## src/rtl/reg_port_arbiter_pkg.sv

```systemverilog
// reg_arb_pkg: shared types and constants for the register-port arbiter
package reg_arb_pkg;
  typedef enum logic [1:0] {IDLE, RD_WAIT, RD_RESP} arb_state_t;
  typedef enum logic {OWN_HOST, OWN_LOCAL} owner_t;
  localparam int RD_LATENCY_MAX = 4;
  localparam int CNT_W = $clog2(RD_LATENCY_MAX + 1);
endpackage

```

## src/rtl/reg_port_arbiter_slot.sv

```systemverilog
// host_req_slot: 1-entry capture buffer for pulsed host write/read commands
module host_req_slot #(
  parameter int AW = 8,
  parameter int DW = 32
) (
  input  logic          clk,
  input  logic          i_reset,
  input  logic          i_w_en,
  input  logic [AW-1:0] i_w_addr,
  input  logic [DW-1:0] i_w_data,
  input  logic          i_r_en,
  input  logic [AW-1:0] i_r_addr,
  input  logic          i_pop,
  output logic          o_valid,
  output logic          o_we,
  output logic [AW-1:0] o_addr,
  output logic [DW-1:0] o_data,
  output logic          o_drop
);
  logic          valid_q, valid_d, we_q, we_d, drop_q, drop_d, req, take;
  logic [AW-1:0] addr_q, addr_d;
  logic [DW-1:0] data_q, data_d;
  always_comb begin
    req     = i_w_en | i_r_en;
    take    = req & (~valid_q | i_pop);
    valid_d = take | (valid_q & ~i_pop);
    we_d    = take ? i_w_en : we_q;
    addr_d  = take ? (i_w_en ? i_w_addr : i_r_addr) : addr_q;
    data_d  = take ? i_w_data : data_q;
    // a simultaneous read is discarded in favour of the write
    drop_d  = (req & ~take) | (i_w_en & i_r_en);
  end
  always_ff @(posedge clk) begin
    if (i_reset) begin
      valid_q <= 1'b0;
      we_q    <= 1'b0;
      addr_q  <= '0;
      data_q  <= '0;
      drop_q  <= 1'b0;
    end else begin
      valid_q <= valid_d;
      we_q    <= we_d;
      addr_q  <= addr_d;
      data_q  <= data_d;
      drop_q  <= drop_d;
    end
  end
  assign o_valid = valid_q;
  assign o_we    = we_q;
  assign o_addr  = addr_q;
  assign o_data  = data_q;
  assign o_drop  = drop_q;
endmodule

```

## src/rtl/reg_port_arbiter.sv

```systemverilog
// reg_port_arbiter: round-robin sharing of a single-port register file between host and local requesters
module reg_port_arbiter
  import reg_arb_pkg::*;
#(
  parameter int WORD_WIDTH  = 8,
  parameter int VALUE_WORDS = 4,
  parameter int RD_LATENCY  = 1,
  localparam int DW = WORD_WIDTH * VALUE_WORDS
) (
  input  logic                  clk,
  input  logic                  i_reset,
  input  logic                  i_h_w_en,
  input  logic [WORD_WIDTH-1:0] i_h_w_addr,
  input  logic [DW-1:0]         i_h_w_data,
  input  logic                  i_h_r_en,
  input  logic [WORD_WIDTH-1:0] i_h_r_addr,
  output logic [DW-1:0]         o_h_r_data,
  output logic                  o_h_r_dv,
  output logic                  o_h_drop,
  input  logic                  i_l_req,
  input  logic                  i_l_we,
  input  logic [WORD_WIDTH-1:0] i_l_addr,
  input  logic [DW-1:0]         i_l_w_data,
  output logic                  o_l_gnt,
  output logic [DW-1:0]         o_l_r_data,
  output logic                  o_l_r_dv,
  output logic [WORD_WIDTH-1:0] o_rf_addr,
  output logic [DW-1:0]         o_rf_w_data,
  output logic                  o_rf_w_en,
  output logic                  o_rf_r_en,
  input  logic [DW-1:0]         i_rf_r_data
);
  arb_state_t            state_q, state_d;
  owner_t                last_q, last_d;
  logic [CNT_W-1:0]      cnt_q, cnt_d;
  logic [WORD_WIDTH-1:0] rf_addr_q, rf_addr_d, s_addr;
  logic [DW-1:0]         rf_w_data_q, rf_w_data_d, h_r_data_q, h_r_data_d, l_r_data_q, l_r_data_d, s_data;
  logic                  rf_w_en_d, rf_w_en_q, rf_r_en_d, rf_r_en_q;
  logic                  h_r_dv_d, h_r_dv_q, l_r_dv_d, l_r_dv_q;
  logic                  s_valid, s_we, s_drop;
  logic                  idle, gnt_h, gnt_l, gnt, gnt_we, done;
  host_req_slot #(.AW(WORD_WIDTH), .DW(DW)) u_slot (
    .clk      (clk),
    .i_reset  (i_reset),
    .i_w_en   (i_h_w_en),
    .i_w_addr (i_h_w_addr),
    .i_w_data (i_h_w_data),
    .i_r_en   (i_h_r_en),
    .i_r_addr (i_h_r_addr),
    .i_pop    (gnt_h),
    .o_valid  (s_valid),
    .o_we     (s_we),
    .o_addr   (s_addr),
    .o_data   (s_data),
    .o_drop   (s_drop)
  );
  always_ff @(posedge clk) begin
    if (i_reset) begin
      state_q     <= IDLE;
      last_q      <= OWN_LOCAL;
      cnt_q       <= '0;
      rf_addr_q   <= '0;
      rf_w_data_q <= '0;
      rf_w_en_q   <= 1'b0;
      rf_r_en_q   <= 1'b0;
      h_r_data_q  <= '0;
      h_r_dv_q    <= 1'b0;
      l_r_data_q  <= '0;
      l_r_dv_q    <= 1'b0;
    end else begin
      state_q     <= state_d;
      last_q      <= last_d;
      cnt_q       <= cnt_d;
      rf_addr_q   <= rf_addr_d;
      rf_w_data_q <= rf_w_data_d;
      rf_w_en_q   <= rf_w_en_d;
      rf_r_en_q   <= rf_r_en_d;
      h_r_data_q  <= h_r_data_d;
      h_r_dv_q    <= h_r_dv_d;
      l_r_data_q  <= l_r_data_d;
      l_r_dv_q    <= l_r_dv_d;
    end
  end
  // ties go to whichever side was not granted last; last_q also names the read owner
  always_comb begin
    idle   = (state_q == IDLE) & ~i_reset;
    gnt_h  = idle & s_valid & (~i_l_req | (last_q == OWN_LOCAL));
    gnt_l  = idle & i_l_req & (~s_valid | (last_q == OWN_HOST));
    gnt    = gnt_h | gnt_l;
    gnt_we = gnt_h ? s_we : i_l_we;
    done   = (state_q == RD_WAIT) & (cnt_q == CNT_W'(RD_LATENCY));
  end
  always_comb begin
    state_d = (state_q == IDLE)    ? ((gnt & ~gnt_we) ? RD_WAIT : IDLE) :
              (state_q == RD_WAIT) ? (done ? RD_RESP : RD_WAIT) : IDLE;
  end
  always_comb begin
    last_d      = gnt ? (gnt_h ? OWN_HOST : OWN_LOCAL) : last_q;
    cnt_d       = (state_q == RD_WAIT) ? cnt_q + 1'b1 : '0;
    rf_w_en_d   = gnt & gnt_we;
    rf_r_en_d   = gnt & ~gnt_we;
    rf_addr_d   = gnt ? (gnt_h ? s_addr : i_l_addr) : rf_addr_q;
    rf_w_data_d = rf_w_en_d ? (gnt_h ? s_data : i_l_w_data) : rf_w_data_q;
    h_r_dv_d    = done & (last_q == OWN_HOST);
    l_r_dv_d    = done & (last_q == OWN_LOCAL);
    h_r_data_d  = h_r_dv_d ? i_rf_r_data : h_r_data_q;
    l_r_data_d  = l_r_dv_d ? i_rf_r_data : l_r_data_q;
  end
  assign o_l_gnt     = gnt_l;
  assign o_h_drop    = s_drop;
  assign o_h_r_data  = h_r_data_q;
  assign o_h_r_dv    = h_r_dv_q;
  assign o_l_r_data  = l_r_data_q;
  assign o_l_r_dv    = l_r_dv_q;
  assign o_rf_addr   = rf_addr_q;
  assign o_rf_w_data = rf_w_data_q;
  assign o_rf_w_en   = rf_w_en_q;
  assign o_rf_r_en   = rf_r_en_q;
endmodule

```

## config.mk

```make
export PLATFORM = sky130hd
export DESIGN_NAME = reg_port_arbiter
export DESIGN_NICKNAME = d
export VERILOG_FILES = /design/src/rtl/reg_port_arbiter_pkg.sv /design/src/rtl/reg_port_arbiter_slot.sv /design/src/rtl/reg_port_arbiter.sv
export SDC_FILE = /design/constraint.sdc
export NUM_CORES = 1
export LEC_CHECK = 0
export BUFFER_PORTS_ARGS = -buffer_cell sky130_fd_sc_hd__buf_4
export CORE_ASPECT_RATIO = 1.5
export CORE_MARGIN = 3
export CORE_UTILIZATION = 35
export DETAILED_ROUTE_END_ITERATION = 10
export SYNTH_ARGS = -nofsm -noshare
export SYNTH_HDL_FRONTEND = slang
export SYNTH_SLANG_ARGS = --single-unit
```

## constraint.sdc

```tcl
create_clock -name clk -period 3.8 [get_ports clk]
set_clock_uncertainty 0.05 [all_clocks]
set_input_delay 0.76 -clock clk [delete_from_list [all_inputs] [get_ports clk]]
set_output_delay 0.76 -clock clk [all_outputs]
set_load 0.03 [all_outputs]
```

==> run summary <==
Post-route antenna net violation count = 0
Chip Height = 172.7 um
DIE AREA = 0.02023 sq mm
Largest net degree at the start of global routing = 75
Compound-cell area share of the yosys netlist = 21.10%
Number of synthesis warnings = 0
Per-cell via count in the routed design = 4.980
Unrepaired setup endpoints after global routing = false
Cell chosen for the clock root = sky130_fd_sc_hd__clkbuf_16
Library cell contributing the largest single delay on the critical path = sky130_fd_sc_hd__nor3_2
Number of buffers added for setup after CTS = 0
TritonCTS clock tree = built
Mapped Cells = 737
Kind of end point of the critical path = primary output
Outcome = finished, final reports clean
Total number of H-tree levels = 4
Post-DR wirelength/cell = 16.54 um
Largest family of logic cells by synthesized area = compound AO/OA/AOI/OAI gates
DP HPWL = 13,480 um
Leakage dissipation = 3.782 nW
Fraction of registers with async set or reset after synthesis = 0%
Power density relative to cell area = 447.3 mW/mm^2
Total number of vias = 5,956
Netlist Area Pre-Place = 0.006486 sq mm
Final number of max-transition violations = 0
Biggest fanout along the worst timing path = 40
Share of synthesized cell area in full adder, half adder and majority cells = 0.3858%
Post-Place Cells = 1,164
Shortest clock period the worst path allows after layout = 2465 ps
Worst path arrival time = 1660 ps
Worst Tran Pin Value = 913.7 ps
Ordered list of cells on the worst path = buf_6 -> nor3_2 -> and3_1 -> buf_4
Worst hold path type = flip-flop to flip-flop
Number of max-capacitance violations reported = 0
Ys flop type = sky130_fd_sc_hd__dfxtp_1
PostCTS Resize Cnt = 0
Total detailed-routing wirelength = 19,790 um
Grt total ovfl = 0
Share of the synthesized netlist area taken by xor and xnor gates = 0.1350%
Part of the cycle the worst path needs = 64.88%
Area of the placeable core = 0.01809 sq mm
Clock transition at path regs = 60 ps
Fin nets = 1,063
Count of cell types in the netlist = 34
Top cells by instance count after synthesis = sky130_fd_sc_hd__dfxtp_1 (157), sky130_fd_sc_hd__nand2_1 (131), sky130_fd_sc_hd__a21oi_1 (107), sky130_fd_sc_hd__nor2_1 (50), sky130_fd_sc_hd__mux2i_1 (48)
Hold Buf Count CTS = 0
Iter 0 DRT Violations = 335
Peak ir drop on the vdd network = 0.2062 mV
Max Clock Freq = 0.4056 GHz
Wire length of the first global-routing pass = 30,920 um
Proportion of synthesized chip area in sequential cells = 48.46%
Share of cells above drive strength 1 = 33.76%
Rel. slew slack = 39.09%
Routability congestion estimate from global placement = 0.7426
Number of enable flip-flop cells after synthesis = 0
Setup-failing EPs final = 0
Cell accounting for the most synthesized area = sky130_fd_sc_hd__dfxtp_1
Maximum buffer depth of the clock tree = 2
Total of flip-flops plus latches after synthesis = 157
Required time at the endpoint of the critical path = 2990 ps
Number of sinks on the clock net = 157
Site row count = 60
Portion of synthesized cell area occupied by the leading cell type = 48.46%
Post-Synthesis Net Count = 865
Initial antenna violation count = 0
Initial standard-cell utilization of the core = 35.85%
IO buf count = 235
Vias in the first global route = 5,995
CTS Buf Count = 17
Final-report hold violation count = 0
Cell with the most instances after synthesis = sky130_fd_sc_hd__dfxtp_1
Post-route insts no fill = 1,196
Worst skew pair latency = 410 ps
Proportion of synthesized area in mux cells = 7.407%
Mean instance size in the synthesized netlist = 8.801 sq um
Critical path's largest stage delay = 270 ps
CP Class = input port to primary output
Overall Power = 3.992 mW
DRC = 0
Antenna Diode Count = 0
Final design utilization = 49.33%
Area grow syn2layout = 37.60%
Initial DRT Pass Iterations = 4
Synth area leaders = sky130_fd_sc_hd__dfxtp_1 (48%), sky130_fd_sc_hd__a21oi_1 (8.3%), sky130_fd_sc_hd__nand2_1 (7.6%), sky130_fd_sc_hd__mux2i_1 (7.4%), sky130_fd_sc_hd__a2111oi_2 (6.9%)
Die W = 117.2 um
Global-route usage over all layers = 19.27%
Crit start category = input port
I/O pin total = 236
Synthesized-area fraction occupied by and/or/nand/nor cells = 17.28%
Setup TNS = 0 ps
==> power breakdown <==
| part | switching (mW) | total (mW) | internal, mW | leakage [nW] |
|---|---|---|---|---|
| combinational | 0.332 | 0.578 | 0.246 | 2.22 |
| clock | 0.670 | 1.65 | 0.983 | 0.281 |
| sequential | 0.0451 | 1.76 | 1.72 | 1.28 |
| total | 1.05 | 3.99 | 2.95 | 3.78 |
==> path summary, 6_finish.rpt <==
| path | from | end | slack, ps | cells past startpoint |
|---|---|---|---|---|
| hold reg to reg | o_l_r_data[22] | o_l_r_data[22] | 400 | 2 |
| setup reg to reg | last_q | o_rf_w_data[1] | 1500 | 4 |
| hold / removal | o_l_r_data[22] | o_l_r_data[22] | 400 | 2 |
| setup / recovery | i_reset | o_l_gnt | 1330 | 4 |
==> through the flow <==
step / hold slack [ps] / setup WS (ps) / area, sq um
floorplan: 371.5 / 1470 / 6486
global placement: 391.6 / 996.8 / 8356
detailed placement: 399.9 / 973.7 / 8356
CTS: 408.6 / 1329 / 8925
global route: 422.5 / 1208 / 8925
finish: 402.9 / 1335 / 8925
==> sequential cells by signal, indices dropped and copies added, names as in the netlist <==
| signal | flops |
|---|---|
| u_slot.o_valid | 1 |
| state_q | 2 |
| u_slot.o_we | 1 |
| u_slot.o_data | 32 |
| u_slot.o_addr | 8 |
| cnt_q | 3 |
| o_rf_r_en | 1 |
| last_q | 1 |
| o_l_r_data | 32 |
| o_h_r_dv | 1 |
| u_slot.o_drop | 1 |
| o_rf_w_data | 32 |
| o_h_r_data | 32 |
| o_l_r_dv | 1 |
| o_rf_w_en | 1 |
| o_rf_addr | 8 |
==> cells by family (layout without fill, tap and decap cells) <==
logic type / after synthesis / count (layout)
AO/OA/AOI/OAI: 196 / 196
multiplexers: 48 / 48
adder cells (fa/ha/maj): 2 / 2
buffers and inverters: 71 / 282
flip-flops: 157 / 157
XOR/XNOR: 1 / 1
AND/OR/NAND/NOR: 262 / 262
==> layout by cell type (no fill, tap or decap), types with 4 or more instances in the layout <==
cell and count:
sky130_fd_sc_hd__buf_4 246, sky130_fd_sc_hd__dfxtp_1 157, sky130_fd_sc_hd__nand2_1 131, sky130_fd_sc_hd__a21oi_1 107, sky130_fd_sc_hd__nor2_1 49, sky130_fd_sc_hd__mux2i_1 48
sky130_fd_sc_hd__o21ai_0 34, sky130_fd_sc_hd__nand3_1 33, sky130_fd_sc_hd__nor3_1 32, sky130_fd_sc_hd__a2111oi_2 30, sky130_fd_sc_hd__clkbuf_16 17, sky130_fd_sc_hd__a211oi_1 16
sky130_fd_sc_hd__clkinv_2 5, sky130_fd_sc_hd__nand2b_1 4
==> critical path, delay by kind of cell <==
family,cells,cell delay (ps)
buffers and inverters,2,360
AND/OR/NAND/NOR,2,520
==> cell type report <==
| class | instances | area (sq um) |
|---|---|---|
| Multi-Input combinational cell | 509 | 3017 |
| Tap cell | 248 | 310.3 |
| Clock inverter | 11 | 118.9 |
| Sequential cell | 157 | 3143 |
| Clock buffer | 21 | 450.4 |
| Timing Repair Buffer | 248 | 1878 |
| Inverter | 2 | 7.507 |
| Fill cell | 1790 | 9168 |
==> per-layer routing <==
layer	part of all wire, %	up-vias	GRT usage (%)
li1	-	2975	-
met1	40	2768	21.82
met2	52	195	34.09
met3	6.8	18	5.322
met4	1.6	0	6.361
met5	0	-	0
No activity file was read; power rests on OpenSTA's default activity.
